**config.mk**
```make
export PLATFORM = sky130hd
export DESIGN_NAME = pipe_mem
export DESIGN_NICKNAME = d
export VERILOG_FILES = /design/src/rtl/pipe_mem.sv
export SDC_FILE = /design/constraint.sdc
export NUM_CORES = 1
export LEC_CHECK = 0
export ABC_AREA = 1
export BUFFER_PORTS_ARGS = -buffer_cell sky130_fd_sc_hd__buf_2
export CAP_MARGIN = 10
export CORE_MARGIN = 10
export CORE_UTILIZATION = 54
export DETAILED_ROUTE_END_ITERATION = 8
export HOLD_SLACK_MARGIN = 0.1
export PLACE_DENSITY_LB_ADDON = 0.15
export SLEW_MARGIN = 20
export SYNTH_ARGS = -nofsm -noshare
export SYNTH_HDL_FRONTEND = slang
export SYNTH_SLANG_ARGS = --single-unit
```
**constraint.sdc**
```tcl
create_clock -name clk_i -period 8.8 [get_ports clk_i]
set_input_delay 1.32 -clock clk_i [delete_from_list [all_inputs] [get_ports clk_i]]
set_output_delay 1.32 -clock clk_i [all_outputs]
set_load 0.05 [all_outputs]
```
**src/rtl/pipe_mem.sv**
```systemverilog
// pipe_mem: hxd32 memory-access stage; ALU pass-through plus one outstanding data-bus
// transaction with byte-lane alignment, load extension and misalignment detection.
module pipe_mem #(
  parameter int XLEN = 32
) (
  input  logic              clk_i,
  input  logic              rst_i,
  input  logic              valid_i,
  input  logic [XLEN-1:0]   alu_data_i,
  input  logic [XLEN-1:0]   rs2_data_i,
  input  logic              mem_rd_en_i,
  input  logic              mem_wr_en_i,
  input  logic [2:0]        mem_funct3_i,
  output logic              stall_o,
  output logic              misalign_o,
  output logic              valid_o,
  output logic [XLEN-1:0]   rd_wr_data_o,
  output logic              dbus_req_o,
  output logic              dbus_we_o,
  output logic [XLEN-1:0]   dbus_addr_o,
  output logic [XLEN/8-1:0] dbus_be_o,
  output logic [XLEN-1:0]   dbus_wdata_o,
  input  logic              dbus_gnt_i,
  input  logic              dbus_rvalid_i,
  input  logic [XLEN-1:0]   dbus_rdata_i
);
  typedef enum logic [1:0] {IDLE, REQ, RESP} state_e;
  state_e state_q;
  logic [1:0] off_q;
  logic [2:0] f3_q;
  logic mem_op, is_st, mis;
  logic [1:0] off;
  logic [XLEN/8-1:0] be_d;
  logic [XLEN-1:0] wdata_d, sh, ld_data;
  assign off = alu_data_i[1:0];
  assign mem_op = mem_rd_en_i | mem_wr_en_i;
  // a simultaneous load+store request from decode is handled as a load
  assign is_st = mem_wr_en_i & ~mem_rd_en_i;
  always_comb begin
    mis = (mem_funct3_i[1:0] == 2'b01) ? off[0] : mem_funct3_i[1] ? |off : 1'b0;
    be_d = (mem_funct3_i[1:0] == 2'b00) ? 4'b0001 << off :
           (mem_funct3_i[1:0] == 2'b01) ? 4'b0011 << off : 4'b1111;
    wdata_d = (mem_funct3_i[1:0] == 2'b00) ? {4{rs2_data_i[7:0]}} :
              (mem_funct3_i[1:0] == 2'b01) ? {2{rs2_data_i[15:0]}} : rs2_data_i;
    sh = dbus_rdata_i >> {off_q, 3'b000};
    ld_data = (f3_q[1:0] == 2'b00) ? {{(XLEN-8){sh[7] & ~f3_q[2]}}, sh[7:0]} :
              (f3_q[1:0] == 2'b01) ? {{(XLEN-16){sh[15] & ~f3_q[2]}}, sh[15:0]} : dbus_rdata_i;
    stall_o = (state_q == IDLE) ? valid_i & mem_op & ~mis : (state_q == REQ) | ~dbus_rvalid_i;
  end
  always_ff @(posedge clk_i or posedge rst_i) begin
    if (rst_i) begin
      state_q      <= IDLE;
      off_q        <= '0;
      f3_q         <= '0;
      misalign_o   <= 1'b0;
      valid_o      <= 1'b0;
      rd_wr_data_o <= '0;
      dbus_req_o   <= 1'b0;
      dbus_we_o    <= 1'b0;
      dbus_addr_o  <= '0;
      dbus_be_o    <= '0;
      dbus_wdata_o <= '0;
    end else begin
      valid_o    <= 1'b0;
      misalign_o <= 1'b0;
      case (state_q)
        IDLE: if (valid_i) begin
          if (!mem_op) begin
            rd_wr_data_o <= alu_data_i;
            valid_o      <= 1'b1;
          end else if (mis) begin
            misalign_o <= 1'b1;
          end else begin
            dbus_req_o   <= 1'b1;
            dbus_we_o    <= is_st;
            dbus_addr_o  <= {alu_data_i[XLEN-1:2], 2'b00};
            dbus_be_o    <= be_d;
            dbus_wdata_o <= wdata_d;
            f3_q         <= mem_funct3_i;
            off_q        <= off;
            state_q      <= REQ;
          end
        end
        REQ: if (dbus_gnt_i) begin
          dbus_req_o <= 1'b0;
          state_q    <= RESP;
        end
        default: if (dbus_rvalid_i) begin
          state_q <= IDLE;
          if (!dbus_we_o) begin
            rd_wr_data_o <= ld_data;
            valid_o      <= 1'b1;
          end
        end
      endcase
    end
  end
endmodule

```
==> results of run 1 <==
[report_power, final]
part | leakage (nW) | internal, mW | switching [mW] | total, mW
registers | 1.33 | 0.737 | 0.177 | 0.913
clock network | 0.126 | 0.205 | 0.169 | 0.374
logic | 2.38 | 0.386 | 1.34 | 1.72
total | 3.84 | 1.33 | 1.68 | 3.01
[metal layers]
layer | vias to the layer above | wire (um) | GRT usage (%)
met5 | - | 0 | 0
met4 | 0 | 293 | 6.86
met3 | 23 | 1460 | 6.29
met2 | 206 | 8790 | 39.7
met1 | 2609 | 7380 | 29.7
li1 | 2701 | - | -
[cell type report]
class / instances / share of cell area [%]
inverter: 64 / 3.65
clock buffer: 11 / 2.21
sequential: 109 / 39.8
clock inverter: 5 / 1.55
timing repair buffer: 209 / 15.3
tap: 136 / 2.48
multi-input combinational: 526 / 35.0
[kinds of logic after synthesis]
kind of cell	count (synthesis)
AOI/OAI and AO/OA	136
adders and majority gates	4
buffers and inverters	107
DFF	109
other	1
and+or+nand+nor	384
[through the flow]
stage / area [um2] / power [mW]
after CTS: 6850 / 3.03
after floorplan: 5620 / 2.23
after global placement: 6590 / 2.62
after global routing: 6850 / 3.20
after detailed placement: 6590 / 2.65
final: 6850 / 3.01
[worst reg2reg max path, stage by stage, from the launching register on]
cell,delay (ns)
dfrtp_1,0.44
nor2_4,0.74
inv_2,0.14
nor3_1,0.32
nand2_4,0.60
inv_2,0.81
nand3_1,0.21
o21a_1,0.15
[final timing paths]
path	cells after the start	end	start	slack, ns
max	7	stall_o	mem_funct3_i[1]	4.24
min	2	dbus_req_o$_DFFE_PP0P_	dbus_req_o$_DFFE_PP0P_	0.48
max reg2reg	7	dbus_wdata_o[14]$_DFFE_PP0P_	state_q[0]$_DFFE_PP0P_	5.29
min reg2reg	2	dbus_req_o$_DFFE_PP0P_	dbus_req_o$_DFFE_PP0P_	0.48
max in group asynchronous	3	dbus_wdata_o[30]$_DFFE_PP0P_	rst_i	6.58
min in group asynchronous	2	dbus_addr_o[30]$_DFFE_PP0P_	rst_i	0.97
[registers in the layout, summed over array words and instances (netlist names), 2 cells and up]
name,flops
state_q,2
off_q,2
rd_wr_data_o,32
f3_q,3
dbus_be_o,4
dbus_addr_o,30
dbus_wdata_o,32
[cells in the final DEF, fill, tap and decap left out, types with 3 or more instances in the layout]
cell	n
a21oi_1	50
buf_2	208
bufinv_16	3
clkbuf_8	11
dfrtp_1	109
ha_1	4
inv_1	55
inv_2	5
nand2_1	282
nand3_1	52
nor2_1	40
o21a_1	8
o21ai_0	47
o21ai_1	12
o22ai_1	9
o31ai_2	8
==> results.py, run 1 <==
metrics = {
    "clock_tree": {
        "clock_latency_ns": 0.37,
        "cts_repair_resize_count": 0,
        "worst_setup_hold_path_clk_slew_ns": 0.10,
        "clock_tree_from_tritoncts": "yes",
        "cts_made_buffers": 9,
        "hold_buffers": 0,
        "clock_tree.buffer_depth": 2,
        "cts_setup_buffers": 0,
        "clkSinkCount": 109,
        "cts_h_tree_depth": 3,
        "clockRootBuffer": "clkbuf_8",
    },
    "cells_and_area": {
        "design.final.nets": 1029,
        "finalNonFillerCells": 1060,
        "antenna-diode-count": 0,
        "area_delta_synth_final_pct": 22.1,
        "layout.filler_cells": 919,
        "register_area_mm2": 0.00273,
        "utilization_pct": 67.0,
        "multi_input_comb_area_mm2": 0.00240,
        "final_layout_size_suffix_gt1_share_pct": 26.8,
    },
    "place": {
        "globalplace.congestion": 0.984,
        "post-place-cells": 1044,
        "pre_cts_slack_ns": 4.27,
        "portBuffers": 208,
        "dp_hpwl_um": 13700,
    },
    "worst_hold_path": {
        "holdCritPathClass": "reg -> reg",
    },
    "yosys": {
        "synth_top_cell_area_share_pct": 48.6,
        "syn-mean-instance-area_um2": 7.57,
        "muxShareOfSynthArea_pct": 0,
        "yosys_most_used_dff": "dfrtp_1",
        "ys_async_sr_fraction_pct": 100,
        "syn-cell-area_mm2": 0.00561,
        "synth_top_area_cell": "dfrtp_1",
        "synth-adder-area-share_pct": 0.892,
        "gate_count_of_the_mapped_netlist": 741,
        "post_synth_and_or_nand_nor_area_fraction_pct": 27.7,
        "seq_area_frac_synth_pct": 48.6,
        "synth-xor-area-share_pct": 0,
        "synth_compound_gate_area_share_pct": 13.9,
        "synth_most_common_cell": "nand2_1",
        "synth_top_family_by_area": "simple AND/OR/NAND/NOR gates",
        "synth.cells.most_frequent": "nand2_1 (282), dfrtp_1 (109), inv_1 (56)",
        "synth_enable_flop_cells": 0,
        "synth_seq_cells": 109,
        "yosys.cell_types.count": 31,
        "post_synth_main_area_contributors": "dfrtp_1 (49%), nand2_1 (19%), nand3_1 (4.6%)",
        "synth_warnings": 0,
    },
    "setup_path": {
        "setup.worst_path.start_class": "input pin",
        "crit_type": "in -> out",
        "critical_path.most_common_cell": "buf_2",
        "worst_path_max_delay_cell": "nand2_4",
        "cp-end-kind": "primary output",
        "delay_of_the_slowest_cell_on_the_worst_path_ns": 0.73,
        "critPathRequiredTime_ns": 7.48,
        "cp_num_buf_inv": 3,
        "critical_path_arrival_ns": 3.24,
        "worstPathMaxFanout": 102,
        "critical_path.top_delay_family": "simple AND/OR/NAND/NOR gates",
        "cp_cell_sequence": "buf_2, inv_6, nor2_1, a21oi_2, nand2_4, nand3_1, buf_2",
    },
    "drt": {
        "final_antenna_net_count": 0,
        "firstDrtPassIters": 5,
        "route.detailed.wl_per_inst_um": 16.9,
        "drcViolationCount": 0,
        "num_vias": 5539,
        "wl_um": 17900,
        "vias_per_cell": 5.23,
        "drt_first_iter_violations": 529,
    },
    "grt": {
        "first_global_vias": 5613,
        "globalRouteOverflowTotal": 0,
        "antenna_found_initial": 0,
        "global_route.usage.total_pct": 23.8,
        "grt_first_pass_wirelength_um": 28800,
        "grt_max_degree": 103,
    },
    "run": {
        "timing.max_cap.violations": 0,
    },
    "pwr": {
        "p_per_area_mw_per_mm2": 440,
        "ir_worst_vdd_mv": 0.325,
        "power.leakage_nw": 3.84,
    },
    "sta": {
        "finalCritPeriodShare_pct": 51.8,
        "rsz0062_at_grt": "no",
        "tightest_slew_ns": 1.01,
        "setup_tns_final_ns": 0,
        "worst_clock_skew_ns": 0.0128,
        "timing.final.hold_violations": 0,
        "finalMaxSlewViolations": 0,
        "fin_crit_ns": 4.56,
        "timing.final.setup_violations": 0,
        "fmax_mhz": 219,
        "slew-limit-headroom_pct": 33.0,
        "timing.final.ws_setup_ns": 4.24,
        "timing.hold.ws_ns": 0.483,
    },
    "die": {
        "io_pins": 211,
        "die_area_mm2": 0.0149,
        "horizontal_die_dimension_um": 122,
        "placement_rows": 37,
        "core_mm2": 0.0102,
        "initial_core_util_pct": 54.8,
        "floorplan.die.height_um": 122,
    },
    "run_status": {
        "status": "finished clean",
    },
}
(Power assumes the default switching activity.)
==> run 2, diff against run 1 <==
--- a/config.mk
+++ b/config.mk
@@ -5,11 +5,11 @@
 export SDC_FILE = /design/constraint.sdc
 export NUM_CORES = 1
 export LEC_CHECK = 0
-export ABC_AREA = 1
+export ABC_AREA = 0
 export BUFFER_PORTS_ARGS = -buffer_cell sky130_fd_sc_hd__buf_2
 export CAP_MARGIN = 10
 export CORE_MARGIN = 10
-export CORE_UTILIZATION = 54
+export CORE_UTILIZATION = 49
 export DETAILED_ROUTE_END_ITERATION = 8
 export HOLD_SLACK_MARGIN = 0.1
 export PLACE_DENSITY_LB_ADDON = 0.15
==> constraint.sdc (replaced) <==
create_clock -name clk_i -period 4.8 [get_ports clk_i]
set_input_delay 0.72 -clock clk_i [delete_from_list [all_inputs] [get_ports clk_i]]
set_output_delay 0.72 -clock clk_i [all_outputs]
set_load 0.05 [all_outputs]
==> results.py, run 2 <==
metrics = {
    "run_status": {
        "status": "finished clean",
    },
    "yosys": {
        "synth_seq_cells": 109,
        "synth_top_cell_area_share_pct": 51.1,
        "synth-adder-area-share_pct": 0.938,
        "ys_async_sr_fraction_pct": 100,
        "post_synth_main_area_contributors": "dfrtp_1 (51%), mux2_2 (8.6%), mux2i_1 (6.0%)",
        "synth_most_common_cell": "dfrtp_1",
        "muxShareOfSynthArea_pct": 15.1,
        "syn-cell-area_mm2": 0.00534,
        "synth_top_family_by_area": "compound AO/OA/AOI/OAI gates",
        "seq_area_frac_synth_pct": 51.1,
        "synth.cells.most_frequent": "dfrtp_1 (109), nand2_1 (65), o21ai_0 (51)",
        "yosys.cell_types.count": 37,
        "gate_count_of_the_mapped_netlist": 514,
        "synth_warnings": 0,
        "synth-xor-area-share_pct": 0,
        "post_synth_and_or_nand_nor_area_fraction_pct": 11.5,
        "synth_top_area_cell": "dfrtp_1",
        "yosys_most_used_dff": "dfrtp_1",
        "synth_compound_gate_area_share_pct": 17.1,
        "synth_enable_flop_cells": 0,
        "syn-mean-instance-area_um2": 10.4,
    },
    "clock_tree": {
        "worst_setup_hold_path_clk_slew_ns": 0.10,
        "clockRootBuffer": "clkbuf_8",
        "cts_h_tree_depth": 3,
        "hold_buffers": 0,
        "cts_made_buffers": 9,
        "cts_repair_resize_count": 0,
        "cts_setup_buffers": 0,
        "clock_latency_ns": 0.38,
        "clock_tree.buffer_depth": 2,
        "clock_tree_from_tritoncts": "yes",
        "clkSinkCount": 109,
    },
    "sta": {
        "fmax_mhz": 371,
        "worst_clock_skew_ns": 0.00820,
        "tightest_slew_ns": 1.06,
        "rsz0062_at_grt": "no",
        "fin_crit_ns": 2.70,
        "slew-limit-headroom_pct": 29.6,
        "timing.final.ws_setup_ns": 2.10,
        "timing.final.setup_violations": 0,
        "finalCritPeriodShare_pct": 56.2,
        "timing.final.hold_violations": 0,
        "finalMaxSlewViolations": 0,
        "setup_tns_final_ns": 0,
    },
    "die": {
        "die_area_mm2": 0.0155,
        "placement_rows": 38,
        "initial_core_util_pct": 49.7,
        "io_pins": 211,
        "core_mm2": 0.0107,
        "floorplan.die.height_um": 124,
        "horizontal_die_dimension_um": 124,
    },
    "drt": {
        "firstDrtPassIters": 4,
        "drcViolationCount": 0,
        "final_antenna_net_count": 0,
        "route.detailed.wl_per_inst_um": 19.3,
        "wl_um": 16300,
        "drt_first_iter_violations": 397,
        "vias_per_cell": 5.44,
        "num_vias": 4583,
    },
    "pwr": {
        "p_per_area_mw_per_mm2": 835,
        "p_switching_mw": 3.02,
        "power.leakage_nw": 3.26,
        "clkPwrFrac_pct": 12.3,
        "power.share.switching_pct": 54.3,
        "comb_power_share_pct": 57.0,
        "internal_power_mw": 2.54,
        "ir_worst_vdd_mv": 0.446,
        "seq_power_share_pct": 30.7,
        "power_mw": 5.57,
    },
    "cells_and_area": {
        "area_delta_synth_final_pct": 24.9,
        "biggest_registers_after_layout": "dbus_wdata_o: 32 flops, rd_wr_data_o: 32 flops, dbus_addr_o: 30 flops",
        "finalNonFillerCells": 843,
        "final_common_cell": "buf_2",
        "layout.cells.most_common_list": "buf_2 (208), dfrtp_1 (108), nand2_1 (65), o21ai_0 (51)",
        "final_layout_size_suffix_gt1_share_pct": 40.7,
        "design.final.nets": 807,
    },
    "setup_path": {
        "cp_cell_sequence": "and3b_1, a21oi_4, inv_1, nor2_1, a211oi_2",
        "r2r_setup_slack_ns": 2.10,
        "critical_path.top_delay_family": "compound AO/OA/AOI/OAI gates",
        "cp-end-kind": "flop",
        "worstPathMaxFanout": 33,
        "delay_of_the_slowest_cell_on_the_worst_path_ns": 0.73,
        "worst_path_max_delay_cell": "inv_1",
        "cp_num_buf_inv": 1,
        "crit_type": "reg -> reg",
        "setup.worst_path.start_class": "flop",
        "critical_path_arrival_ns": 2.95,
        "critPathRequiredTime_ns": 5.06,
    },
    "place": {
        "globalplace.congestion": 0.829,
        "post-place-cells": 826,
        "pre_cts_slack_ns": 1.73,
        "portBuffers": 208,
        "dp_hpwl_um": 12100,
    },
    "grt": {
        "grt_max_degree": 106,
        "first_global_vias": 4806,
        "global_route.usage.total_pct": 20.4,
        "globalRouteOverflowTotal": 0,
        "antenna_found_initial": 0,
        "grt_first_pass_wirelength_um": 26000,
    },
    "run": {
        "timing.max_cap.violations": 0,
    },
    "worst_hold_path": {
        "holdCritPathClass": "reg -> reg",
    },
}
[run 2: power groups by stage]
stage / Combinational, mW / Sequential, mW / Clock (mW)
3_5_place_dp: 3.20 / 1.72 / 0
3_3_place_gp: 3.16 / 1.70 / 0
6_report: 3.17 / 1.71 / 0.686
5_1_grt: 3.38 / 1.77 / 0.725
2_1_floorplan: 0.985 / 3.13 / 0
4_1_cts: 3.21 / 1.71 / 0.694
[run 2: area by class of cell]
cell class	count	area, um2
well taps	140	175
flip-flops and latches	109	2730
clock buffers	11	141
multi-input cells	356	2410
inverters	11	43.8
diodes	1	2.50
repair buffers	210	1060
fillers	977	4080
clock inverters	5	108
[run 2: layer usage]
metal	GRT usage [%]	up-vias	part of all wire (%)	routed length [um]
met5	0	-	0	0
met4	5.62	0	0.95	155
met3	5.74	13	7.9	1290
met2	33.7	160	50	8090
met1	25.5	2225	42	6760
li1	-	2185	-	-
[run 2: path summary, 6_finish.rpt]
check | end | depth (start not counted) | startpoint
setup / recovery | rd_wr_data_o[30]$_DFFE_PP0P_ | 5 | state_q[1]$_DFFE_PP0P_
hold / removal | dbus_wdata_o[15]$_DFFE_PP0P_ | 2 | dbus_wdata_o[15]$_DFFE_PP0P_
setup reg to reg | rd_wr_data_o[30]$_DFFE_PP0P_ | 5 | state_q[1]$_DFFE_PP0P_
hold reg to reg | dbus_wdata_o[15]$_DFFE_PP0P_ | 2 | dbus_wdata_o[15]$_DFFE_PP0P_
max in group asynchronous | rd_wr_data_o[8]$_DFFE_PP0P_ | 3 | rst_i
min in group asynchronous | dbus_addr_o[26]$_DFFE_PP0P_ | 2 | rst_i
[run 2: kinds of logic (layout without fill, tap and decap cells)]
family	Yosys count	count (layout)
multiplexers	74	74
buffers and inverters	50	237
adder cells (fa/ha/maj)	4	4
AND/OR/NAND/NOR	142	142
other	1	3
AO/OA/AOI/OAI	134	134
flip-flops	109	109
[run 2: metrics by stage]
step | cell area (um2) | utilization [%] | hold WS (ns)
global placement | 6410 | 59.7 | 0.461
global route | 6670 | 62.0 | 0.515
floorplan | 5340 | - | 0.522
detailed placement | 6410 | 59.7 | 0.466
CTS | 6660 | 62.0 | 0.490
finish | 6670 | 62.1 | 0.483
[run 2: tightest hold or removal path, delay by kind of cell, from the launching register on]
family,cells,cell delay [ns]
AO/OA/AOI/OAI,1,0.05
AND/OR/NAND/NOR,1,0.04
flip-flops,1,0.35
==> run 3, diff against run 2 <==
--- a/config.mk
+++ b/config.mk
@@ -5,11 +5,11 @@
 export SDC_FILE = /design/constraint.sdc
 export NUM_CORES = 1
 export LEC_CHECK = 0
-export ABC_AREA = 0
+export ABC_AREA = 1
 export BUFFER_PORTS_ARGS = -buffer_cell sky130_fd_sc_hd__buf_2
 export CAP_MARGIN = 10
 export CORE_MARGIN = 10
-export CORE_UTILIZATION = 49
+export CORE_UTILIZATION = 45
 export DETAILED_ROUTE_END_ITERATION = 8
 export HOLD_SLACK_MARGIN = 0.1
 export PLACE_DENSITY_LB_ADDON = 0.15
==> constraint.sdc (replaced) <==
create_clock -name clk_i -period 2.2 [get_ports clk_i]
set_input_delay 0.33 -clock clk_i [delete_from_list [all_inputs] [get_ports clk_i]]
set_output_delay 0.33 -clock clk_i [all_outputs]
set_load 0.05 [all_outputs]
==> results.py, run 3 (synthesis results as in run 1) <==
metrics = {
    "run_status": {
        "status": "finished clean",
    },
    "sta": {
        "fin_crit_ns": 2.06,
        "timing.final.hold_violations": 0,
        "setup_tns_final_ns": 0,
        "timing.final.setup_violations": 0,
        "slew-limit-headroom_pct": 66.4,
        "rsz0062_at_grt": "no",
        "finalMaxSlewViolations": 0,
        "fmax_mhz": 485,
        "worst_clock_skew_ns": 0.00544,
        "tightest_slew_ns": 0.500,
        "finalCritPeriodShare_pct": 93.8,
        "timing.final.ws_setup_ns": 0.136,
    },
    "drt": {
        "firstDrtPassIters": 5,
        "final_antenna_net_count": 0,
        "route.detailed.wl_per_inst_um": 16.1,
        "vias_per_cell": 4.94,
        "drt_first_iter_violations": 412,
        "num_vias": 5473,
        "drcViolationCount": 0,
        "wl_um": 17800,
    },
    "clock_tree": {
        "cts_made_buffers": 9,
        "clock_tree.buffer_depth": 2,
        "cts_h_tree_depth": 3,
        "clkSinkCount": 109,
        "worst_setup_hold_path_clk_slew_ns": 0.07,
        "cts_setup_buffers": 0,
        "clock_tree_from_tritoncts": "yes",
        "clock_latency_ns": 0.36,
        "clockRootBuffer": "clkbuf_16",
    },
    "die": {
        "floorplan.die.height_um": 132,
        "placement_rows": 40,
        "horizontal_die_dimension_um": 132,
        "die_area_mm2": 0.0173,
        "io_pins": 211,
        "initial_core_util_pct": 46.3,
        "core_mm2": 0.0121,
    },
    "cells_and_area": {
        "finalNonFillerCells": 1108,
        "final_layout_size_suffix_gt1_share_pct": 27.8,
        "final_common_cell": "nand2_1",
        "area_delta_synth_final_pct": 27.0,
        "layout.cells.most_common_list": "nand2_1 (282), buf_2 (208), dfrtp_1 (109), inv_1 (55), nand3_1 (52)",
        "biggest_registers_after_layout": "dbus_wdata_o: 32 flops, rd_wr_data_o: 32 flops, dbus_addr_o: 30 flops",
        "design.final.nets": 1043,
    },
    "setup_path": {
        "cp-end-kind": "primary output",
        "critPathRequiredTime_ns": 1.87,
        "worstPathMaxFanout": 4,
        "setup.worst_path.start_class": "flop",
        "crit_type": "reg -> out",
        "critical_path_arrival_ns": 1.73,
    },
    "pwr": {
        "ir_worst_vdd_mv": 0.805,
        "power.leakage_nw": 3.95,
        "p_per_area_mw_per_mm2": 1730,
    },
    "grt": {
        "antenna_found_initial": 3,
        "first_global_vias": 5448,
        "grt_first_pass_wirelength_um": 28500,
        "global_route.usage.total_pct": 20.1,
        "globalRouteOverflowTotal": 0,
        "grt_max_degree": 78,
    },
    "place": {
        "dp_hpwl_um": 13600,
        "globalplace.congestion": 0.894,
        "post-place-cells": 1089,
        "portBuffers": 208,
        "pre_cts_slack_ns": 0.355,
    },
    "worst_hold_path": {
        "holdCritPathClass": "in -> reg",
    },
    "run": {
        "timing.max_cap.violations": 0,
    },
}
==> run 3: cell types whose count changed in the layout (fill, tap and decap cells not counted), moves of 12 or more <==
cell | previous run | this run
inv_1 | 10 | 55
nand2_1 | 65 | 282
o21ai_1 | 0 | 12
nand3_1 | 0 | 52
nor3_1 | 17 | 2
mux2_2 | 41 | 0
mux2i_1 | 32 | 0
a21oi_1 | 28 | 50
==> run 3: routing by layer <==
metal | vias up | track usage (%) | wire length [um]
met5 | - | 0 | 7
met4 | 2 | 7.05 | 328
met3 | 22 | 5.68 | 1290
met2 | 197 | 31.1 | 8190
met1 | 2520 | 26.2 | 8000
li1 | 2732 | - | -
==> run 3: path summary, 6_finish.rpt <==
check                      slack, ns                  startpoint  cells after the start                          end
max                             0.14      state_q[1]$_DFFE_PP0P_                      6                      stall_o
min                             0.17             mem_funct3_i[2]                      3          f3_q[2]$_DFFE_PP0P_
max reg2reg                     0.42      state_q[1]$_DFFE_PP0P_                      8  dbus_wdata_o[8]$_DFFE_PP0P_
min reg2reg                     0.47  dbus_addr_o[4]$_DFFE_PP0P_                      2   dbus_addr_o[4]$_DFFE_PP0P_
max in group asynchronous       1.25                       rst_i                      4  rd_wr_data_o[3]$_DFFE_PP0P_
min in group asynchronous       0.60                       rst_i                      4  dbus_addr_o[10]$_DFFE_PP0P_
==> run 3: worst max-delay path, cell delays in order (launching register included) <==
cell,delay (ns)
dfrtp_1,0.43
nor2_4,0.13
inv_2,0.07
nor3_1,0.27
nand2_4,0.12
nand3_1,0.09
buf_2,0.27
==> run 3: layout make-up <==
class,count,area [um2]
multi-input combinational,526,2400
antenna,2,5.00
timing repair buffer,223,1220
inverter,64,251
tap,168,210
fill,1213,4980
clock inverter,4,53.8
sequential,109,2730
clock buffer,12,267
==> run 3: report_power, final <==
group          internal [mW]  switching [mW]  leakage [nW]
Sequential              2.95           0.524          1.33
Combinational           1.65            5.49          2.47
Clock                  0.981           0.741         0.151
Total                   5.58            6.75          3.95
==> run 3: what timing repair did <==
| item | in CTS | in global routing |
|---|---|---|
| hold buffers | 1 | 0 |
| endpoints found under the setup margin | 0 | 0 |
| hold endpoints to repair | 42 | 0 |
| resized for setup | 0 | 0 |
==> run 3: metrics by stage <==
stage / area [um2] / hold WS, ns / utilization (%) / power (mW)
2_1_floorplan: 5620 / 0.440 / - / 8.90
3_3_place_gp: 6790 / 0.443 / 56.1 / 10.6
3_5_place_dp: 6790 / 0.441 / 56.1 / 10.7
4_1_cts: 7120 / 0.163 / 58.8 / 12.5
5_1_grt: 7130 / 0.193 / 58.9 / 13.1
6_report: 7130 / 0.173 / 58.9 / 12.3
